`config.mk`:
```
export PLATFORM = sky130hd
export DESIGN_NAME = bus_arbiter
export DESIGN_NICKNAME = d
export VERILOG_FILES = /design/src/rtl/bus_arbiter.sv
export SDC_FILE = /design/constraint.sdc
export NUM_CORES = 1
export LEC_CHECK = 0
export CAP_MARGIN = 10
export CORE_AREA = 2 2 186 188
export DETAILED_ROUTE_END_ITERATION = 10
export DIE_AREA = 0 0 188 190
export DONT_BUFFER_PORTS = 1
export PLACE_DENSITY = 0.33
export SYNTH_ARGS = -nofsm -noshare
export SYNTH_HDL_FRONTEND = slang
export SYNTH_SLANG_ARGS = --single-unit
```
`constraint.sdc`:
```
create_clock -name clk -period 5.79 [get_ports clk]
set_input_delay 1.158 -clock clk [delete_from_list [all_inputs] [get_ports clk]]
set_output_delay 1.158 -clock clk [all_outputs]
set_load 0.03 [all_outputs]
```
`src/rtl/bus_arbiter.sv`:
```
// Two-client (icache/dcache) arbiter onto one shared bus: holds a grant per transaction
// and steers the single outstanding read response back to the cache that issued it.
module bus_arbiter #(
    parameter int unsigned BUS_DATA_WIDTH = 64,
    parameter int unsigned BUS_TAG_WIDTH  = 13,
    parameter int unsigned WRITE_BEATS    = 8,
    parameter int unsigned RESP_BEATS     = 8
) (
    input  logic                      clk,
    input  logic                      reset,
    // instruction cache
    input  logic                      i_reqcyc,
    input  logic [BUS_DATA_WIDTH-1:0] i_req,
    input  logic [BUS_TAG_WIDTH-1:0]  i_reqtag,
    output logic                      i_reqack,
    output logic                      i_respcyc,
    output logic [BUS_DATA_WIDTH-1:0] i_resp,
    output logic [BUS_TAG_WIDTH-1:0]  i_resptag,
    input  logic                      i_respack,
    // data cache
    input  logic                      d_reqcyc,
    input  logic [BUS_DATA_WIDTH-1:0] d_req,
    input  logic [BUS_TAG_WIDTH-1:0]  d_reqtag,
    output logic                      d_reqack,
    output logic                      d_respcyc,
    output logic [BUS_DATA_WIDTH-1:0] d_resp,
    output logic [BUS_TAG_WIDTH-1:0]  d_resptag,
    input  logic                      d_respack,
    // shared bus
    output logic                      bus_reqcyc,
    output logic [BUS_DATA_WIDTH-1:0] bus_req,
    output logic [BUS_TAG_WIDTH-1:0]  bus_reqtag,
    input  logic                      bus_reqack,
    input  logic                      bus_respcyc,
    input  logic [BUS_DATA_WIDTH-1:0] bus_resp,
    input  logic [BUS_TAG_WIDTH-1:0]  bus_resptag,
    output logic                      bus_respack
);

    localparam int unsigned RespCntW = $clog2(RESP_BEATS + 1);

    typedef enum logic [1:0] {StIdle, StGrantI, StGrantD} state_e;

    state_e              state_q, state_d;
    logic                last_grant_q, last_grant_d;   // 0 = i, 1 = d
    logic                is_write_q, is_write_d;
    logic [3:0]          beat_cnt_q, beat_cnt_d;
    logic                resp_busy_q, resp_busy_d;
    logic                resp_owner_q, resp_owner_d;   // 0 = i, 1 = d
    logic [RespCntW-1:0] resp_cnt_q, resp_cnt_d;

    logic i_elig, d_elig;
    logic accepted;
    logic set_busy;
    logic resp_beat;

    // A read cannot be granted while the previous read's response is still draining.
    assign i_elig = i_reqcyc && !(i_reqtag[BUS_TAG_WIDTH-1] && resp_busy_q);
    assign d_elig = d_reqcyc && !(d_reqtag[BUS_TAG_WIDTH-1] && resp_busy_q);

    always_ff @(posedge clk) begin
        if (reset) begin
            state_q      <= StIdle;
            last_grant_q <= 1'b0;
            is_write_q   <= 1'b0;
            beat_cnt_q   <= '0;
            resp_busy_q  <= 1'b0;
            resp_owner_q <= 1'b0;
            resp_cnt_q   <= '0;
        end else begin
            state_q      <= state_d;
            last_grant_q <= last_grant_d;
            is_write_q   <= is_write_d;
            beat_cnt_q   <= beat_cnt_d;
            resp_busy_q  <= resp_busy_d;
            resp_owner_q <= resp_owner_d;
            resp_cnt_q   <= resp_cnt_d;
        end
    end

    always_comb begin
        state_d      = state_q;
        last_grant_d = last_grant_q;
        is_write_d   = is_write_q;
        beat_cnt_d   = beat_cnt_q;
        set_busy     = 1'b0;
        bus_reqcyc   = 1'b0;
        bus_req      = '0;
        bus_reqtag   = '0;
        i_reqack     = 1'b0;
        d_reqack     = 1'b0;

        unique case (state_q)
            StIdle: begin
                // On a tie the client that did not win last time gets the bus.
                if (i_elig && (!d_elig || last_grant_q)) begin
                    state_d      = StGrantI;
                    last_grant_d = 1'b0;
                    beat_cnt_d   = '0;
                end else if (d_elig) begin
                    state_d      = StGrantD;
                    last_grant_d = 1'b1;
                    beat_cnt_d   = '0;
                end
            end
            StGrantI: begin
                bus_reqcyc = i_reqcyc;
                bus_req    = i_req;
                bus_reqtag = i_reqtag;
                i_reqack   = bus_reqack;
            end
            StGrantD: begin
                bus_reqcyc = d_reqcyc;
                bus_req    = d_req;
                bus_reqtag = d_reqtag;
                d_reqack   = bus_reqack;
            end
            default: state_d = StIdle;
        endcase

        accepted = bus_reqcyc && bus_reqack;

        if (state_q != StIdle && accepted) begin
            if (beat_cnt_q == 4'd0) begin
                is_write_d = ~bus_reqtag[BUS_TAG_WIDTH-1];
                if (bus_reqtag[BUS_TAG_WIDTH-1]) begin
                    set_busy = 1'b1;
                    state_d  = StIdle;
                end else begin
                    beat_cnt_d = 4'd1;
                end
            end else if (is_write_q) begin
                if (beat_cnt_q == 4'(WRITE_BEATS)) begin
                    beat_cnt_d = '0;
                    state_d    = StIdle;
                end else begin
                    beat_cnt_d = beat_cnt_q + 4'd1;
                end
            end
        end
    end

    assign i_resp      = bus_resp;
    assign i_resptag   = bus_resptag;
    assign d_resp      = bus_resp;
    assign d_resptag   = bus_resptag;
    assign i_respcyc   = resp_busy_q && !resp_owner_q && bus_respcyc;
    assign d_respcyc   = resp_busy_q && resp_owner_q && bus_respcyc;
    assign bus_respack = resp_busy_q && (resp_owner_q ? d_respack : i_respack);
    assign resp_beat   = bus_respcyc && bus_respack;

    always_comb begin
        resp_busy_d  = resp_busy_q;
        resp_owner_d = resp_owner_q;
        resp_cnt_d   = resp_cnt_q;
        if (resp_beat) begin
            if (resp_cnt_q == RespCntW'(RESP_BEATS - 1)) begin
                resp_busy_d = 1'b0;
                resp_cnt_d  = '0;
            end else begin
                resp_cnt_d = resp_cnt_q + 1'b1;
            end
        end
        // A new read header overrides a clear landing in the same cycle.
        if (set_busy) begin
            resp_busy_d  = 1'b1;
            resp_owner_d = (state_q == StGrantD);
            resp_cnt_d   = '0;
        end
    end

endmodule
```
# Word level (Yosys, flattened, before mapping)
# Index checks and enable logic that the tools add are counted.
[classes]
bitwise = 1
add_sub_neg = 2
mux = 31
eq_ne = 4
shifts = 0
reduce_logical = 29
div = 0
n_mul = 0
order_cmp = 0
[op_table]
columns = ["operator", "n"]
rows = [
  ["64-bit case mux with 2 select lines", 1],
  ["4-bit two-way mux", 9],
  ["13-bit case mux with 2 select lines", 1],
  ["2-bit two-way mux", 7],
  ["1-bit logical AND", 13],
  ["1-bit two-way mux", 11],
  ["4-bit by 1-bit adder with 4-bit output, second input constant", 2],
  ["2-bit nonzero test", 4],
  ["2-bit AND reduction", 3],
  ["4-bit by 3-bit == test with 1-bit output, second input constant", 1],
  ["4-bit == test, second input constant", 1],
  ["1-bit logical NOT", 4],
  ["4-bit logical NOT", 1],
  ["2-bit case mux with 2 select lines", 1],
  ["2-bit OR reduction", 2],
  ["2-bit by 1-bit == test with 1-bit output, second input constant", 1],
  ["2-bit == test, second input constant", 1],
  ["2-bit logical NOT", 1],
  ["1-bit case mux with 2 select lines", 1],
  ["1-bit logical OR", 1],
  ["1-bit NOT", 1],
]
[word_totals]
latch_bits = 0
mem_bits_ro = 0
ff_bits = 14
memories = 0
word_cells = 74
mem_bits_rw = 0

# Logic depth before layout (Yosys ltp)
[depth]
depth_word = 12
ltp_mapped = 8
depth_no_buf = 6

# Worst setup path before layout
# Ideal clock, no wire load.
[synth_path]
path_kind = "input-to-output"
start = "input d_reqtag[12]"
end = "output bus_reqtag[12]"
cell_stages = 2
setup_slack_ns = 2.878
required_ns = 4.632
path_buffers = 0
arrival_ns = 1.754
path_cell_list = "a22oi_4 -> nor2_1"
[synth_via]
elab_chain_len = 1
[synth_rtl]
columns = ["item", "line_no", "text"]
rows = [
  ["start: declaration", "23", "input logic [BUS_TAG_WIDTH-1:0] d_reqtag,"],
  ["13-bit case mux with 2 select lines", "93", "unique case (state_q)"],
  ["end: declaration", "32", "output logic [BUS_TAG_WIDTH-1:0] bus_reqtag,"],
]
# No other way between the ends.

# Worst setup path in the final report
[layout_path]
start = "register state_q[0]"
end = "output bus_reqtag[12]"
[layout_via]
elab_chain_len = 2
word_cells_on_any_way = 3
[layout_rtl]
columns = ["item", "line_no", "text"]
rows = [
  ["start: declaration", "44", "state_e state_q, state_d;"],
  ["start signal: assignment", "63", "state_q <= StIdle;"],
  ["start signal: assignment", "71", "state_q <= state_d;"],
  ["2-bit == test or 2-bit by 1-bit == test with 1-bit output (tied branches)", "93", ""],
  ["13-bit case mux with 2 select lines (*)", "93", ""],
]
# Mark *: on every way between the ends. The rest lies on a longest branch, timed or not.

==> flow_metrics.py <==
metrics = {
    "sta": {
        "finalMaxSlewViolations": 0,
        "achievable-frequency_mhz": 265.7,
        "grt_setup_unrepaired": "no",
        "hold_viol": 0,
        "finalCritPeriodShare_pct": 65.01,
        "post_route_clock_skew_ns": 0.0005990,
        "finalSetupTns_ns": 0,
        "relative_slew_slack_pct": 34.53,
        "worst_max_slew_pin_slew_ns": 0.9821,
        "setup-violations-final": 0,
        "final_critical_path_required_period_ns": 3.764,
    },
    "die": {
        "die_y_um": 190,
        "floorplan.die_area_um2": 35720,
        "design.core.area_um2": 33950,
        "placementRows": 68,
        "initial_core_util_pct": 8.982,
        "die_w_um": 188,
        "io_pins": 476,
    },
    "layout": {
        "layout.cells.most_common": "sky130_fd_sc_hd__nor2_1",
        "antenna_diodes": 0,
        "most_frequent_cells_in_the_layout": "87 x sky130_fd_sc_hd__nor2_1, 76 x sky130_fd_sc_hd__a22oi_1, 14 x sky130_fd_sc_hd__dfxtp_1",
        "fillers": 3985,
        "post_route_cells_drive_above_1_share_pct": 7.224,
        "synth_to_layout_area_growth_pct": -19.57,
        "layout.area.seq_um2": 280.3,
        "multi_input_area_um2": 1480,
        "utilization_pct": 7.224,
        "finish.net_count": 509,
    },
    "clocking": {
        "cts.repair.resized": 0,
        "cts.sink_count": 14,
        "cts.path.max_buffers": 2,
        "cts_tree": "built",
        "clkSlewWorstSetupHoldPaths_ns": 0.05,
        "numCtsBuffers": 3,
        "cts.repair_timing.setup_buffer_count": 0,
        "clk_latency_ns": 0.24,
        "cts.hold.buffers_added": 0,
        "cts_root_buf": "sky130_fd_sc_hd__clkbuf_16",
        "cts-htree-levels": 1,
    },
    "power": {
        "power.sequential.fraction_pct": 19.4,
        "power.share.combinational_pct": 52.4,
        "clockPowerShare_pct": 28.2,
        "peakVddDrop_mv": 0.1021,
        "cellLeakagePower_uw": 0.0005751,
        "powerDensity_nw_per_um2": 214.3,
        "power_report.internal_total_uw": 264.1,
        "power_switching_uw": 261.4,
        "switching_part_of_the_total_power_pct": 49.74,
    },
    "synthesis": {
        "synthDominantCellAreaShare_pct": 38.16,
        "synth-async-reset-ratio_pct": 0,
        "nets_in_the_synthesized_netlist": 686,
        "post-synth-top-area-cell": "sky130_fd_sc_hd__buf_4",
        "synth_cells": 441,
        "portion_of_the_post_synthesis_area_used_by_sequential_elements_pct": 9.192,
        "netlist_area_um2": 3049,
        "syn_avg_cell_area_um2": 6.914,
        "synth_cell_type_count": 42,
        "largest_cells_by_area_after_synthesis": "sky130_fd_sc_hd__buf_4 38%, sky130_fd_sc_hd__a22oi_1 19%, sky130_fd_sc_hd__nor2_1 11%, sky130_fd_sc_hd__dfxtp_1 9.2%, sky130_fd_sc_hd__ha_1 2.5%",
        "ys_seq_elements": 14,
        "ys_warn_count": 0,
        "synth_enable_flop_cells": 0,
        "ys.flop_type": "sky130_fd_sc_hd__dfxtp_1",
    },
    "global_routing": {
        "grt_overflow": 0,
        "grt_use_total_pct": 6.063,
        "vias_in_the_first_global_route": 2017,
        "grt_start_max_net_pins": 81,
        "antenna_found_initial": 0,
        "grt_first_pass_wirelength_um": 15550,
    },
    "route": {
        "via_count": 2362,
        "drt_iter0_drcs": 160,
        "drc": 0,
        "drt.antenna.violating_nets": 0,
        "drt-total-wl_um": 12360,
        "post_drt_via_cell_ratio": 3.290,
        "wl_per_cell_um": 17.21,
        "detail_route.first_pass.iterations": 4,
    },
    "worst_setup_path": {
        "crit_path_max_incr_delay_ns": 0.53,
        "worst-setup-path-type": "reg -> out",
        "worstPathArrival_ns": 2.61,
        "critical-path-slowest-cell": "sky130_fd_sc_hd__buf_4",
        "end_kind": "output pin",
        "worstPathCellList": "inv_1, ha_1, inv_2, buf_4, nor2_1",
        "timing.critical_path.from_type": "flop",
        "worstPathRequired_ns": 4.63,
        "crit_fanout": 44,
    },
    "place": {
        "gp_congestion": 0.6738,
        "detailedPlacementHpwl_um": 10050,
        "port_buffers": 0,
    },
    "hold_path": {
        "hold_path.class": "reg -> reg",
    },
    "run_status": {
        "status": "finished, final reports clean",
    },
    "job": {
        "count_of_max_cap_constraint_violations": 0,
    },
}
power by group through the flow:
stage	combinational [µW]	clock (µW)	sequential (µW)
4_1_cts	279	151	102
5_1_grt	297	157	102
3_5_place_dp	278	0	104
6_report	275	148	102
2_1_floorplan	428	0	103
3_3_place_gp	276	0	104
sequential cells by signal (all words and copies together) (netlist names):
| signal | cells |
|---|---|
| resp_busy_q | 1 |
| beat_cnt_q | 4 |
| resp_cnt_q | 4 |
| resp_owner_q | 1 |
| is_write_q | 1 |
| last_grant_q | 1 |
| state_q | 2 |
area by class of cell:
class,count,area share [%]
Timing Repair Buffer,1,0.3061
Tap cell,455,23.21
Inverter,7,1.071
Clock buffer,4,3.622
Multi-Input combinational cell,237,60.36
Sequential cell,14,11.43
routing by layer:
metal / GRT usage [%] / up-vias / part of all wire (%)
met5: 0 / - / 0
met4: 0.9691 / 0 / 1.1
met3: 4.169 / 21 / 17
met2: 11.04 / 277 / 51
met1: 5.666 / 1061 / 31
li1: - / 1003 / -
synthesized netlist by cell type (all sizes together), types with 3 or more instances:
cell,instances
buf,171
inv,7
xnor2,3
ha,6
nand2,5
dfxtp,14
clkbuf,12
a22oi,78
a21oi,7
nor2b,3
nand3,9
a31o,3
nor3,5
nor2,87
critical path: cells and delay by family (launching register included):
family | cells | cell delay (ns)
adders and majority gates | 1 | 0.34
buffers and inverters | 3 | 1.14
DFF | 1 | 0.40
and+or+nand+nor | 1 | 0.36
cells by family (layout without fill, tap and decap cells):
family          Yosys count  count (layout)  share of synthesized area (%)
buf+inv                 190              12                          43.09
simple gates            125             125                          18.42
compound gates          102             102                          25.65
flops                    14              14                          9.192
fa+ha+maj                 6               6                          2.462
xor+xnor                  3               3                         0.8619
mux                       1               1                         0.3283
stage by stage:
step                      area (µm²)  hold WS, ns  setup slack [ns]  instances  power [µW]
after floorplan                 3049       0.4519             2.878        441       531.2
after detailed placement        2364       0.4710             2.267        714       382.2
after global placement          2364       0.4669             2.326        714       380.3
after global routing            2452       0.5054             1.860        718       555.9
after CTS                       2452       0.4786             2.002        718       532.4
final                           2452       0.4744             2.026        718       525.5
worst paths after layout:
kind         cells after the start                          to  slack (ns)                       from
min reg2reg                      2   last_grant_q$_SDFFE_PP0P_        0.47  last_grant_q$_SDFFE_PP0P_
max                              5              bus_reqtag[12]        2.03      state_q[0]$_SDFF_PP0_
max reg2reg                      7  resp_cnt_q[3]$_SDFFE_PP0P_        2.83      state_q[0]$_SDFF_PP0_
min                              2   last_grant_q$_SDFFE_PP0P_        0.47  last_grant_q$_SDFFE_PP0P_
Power figures use the tool's default switching activity.
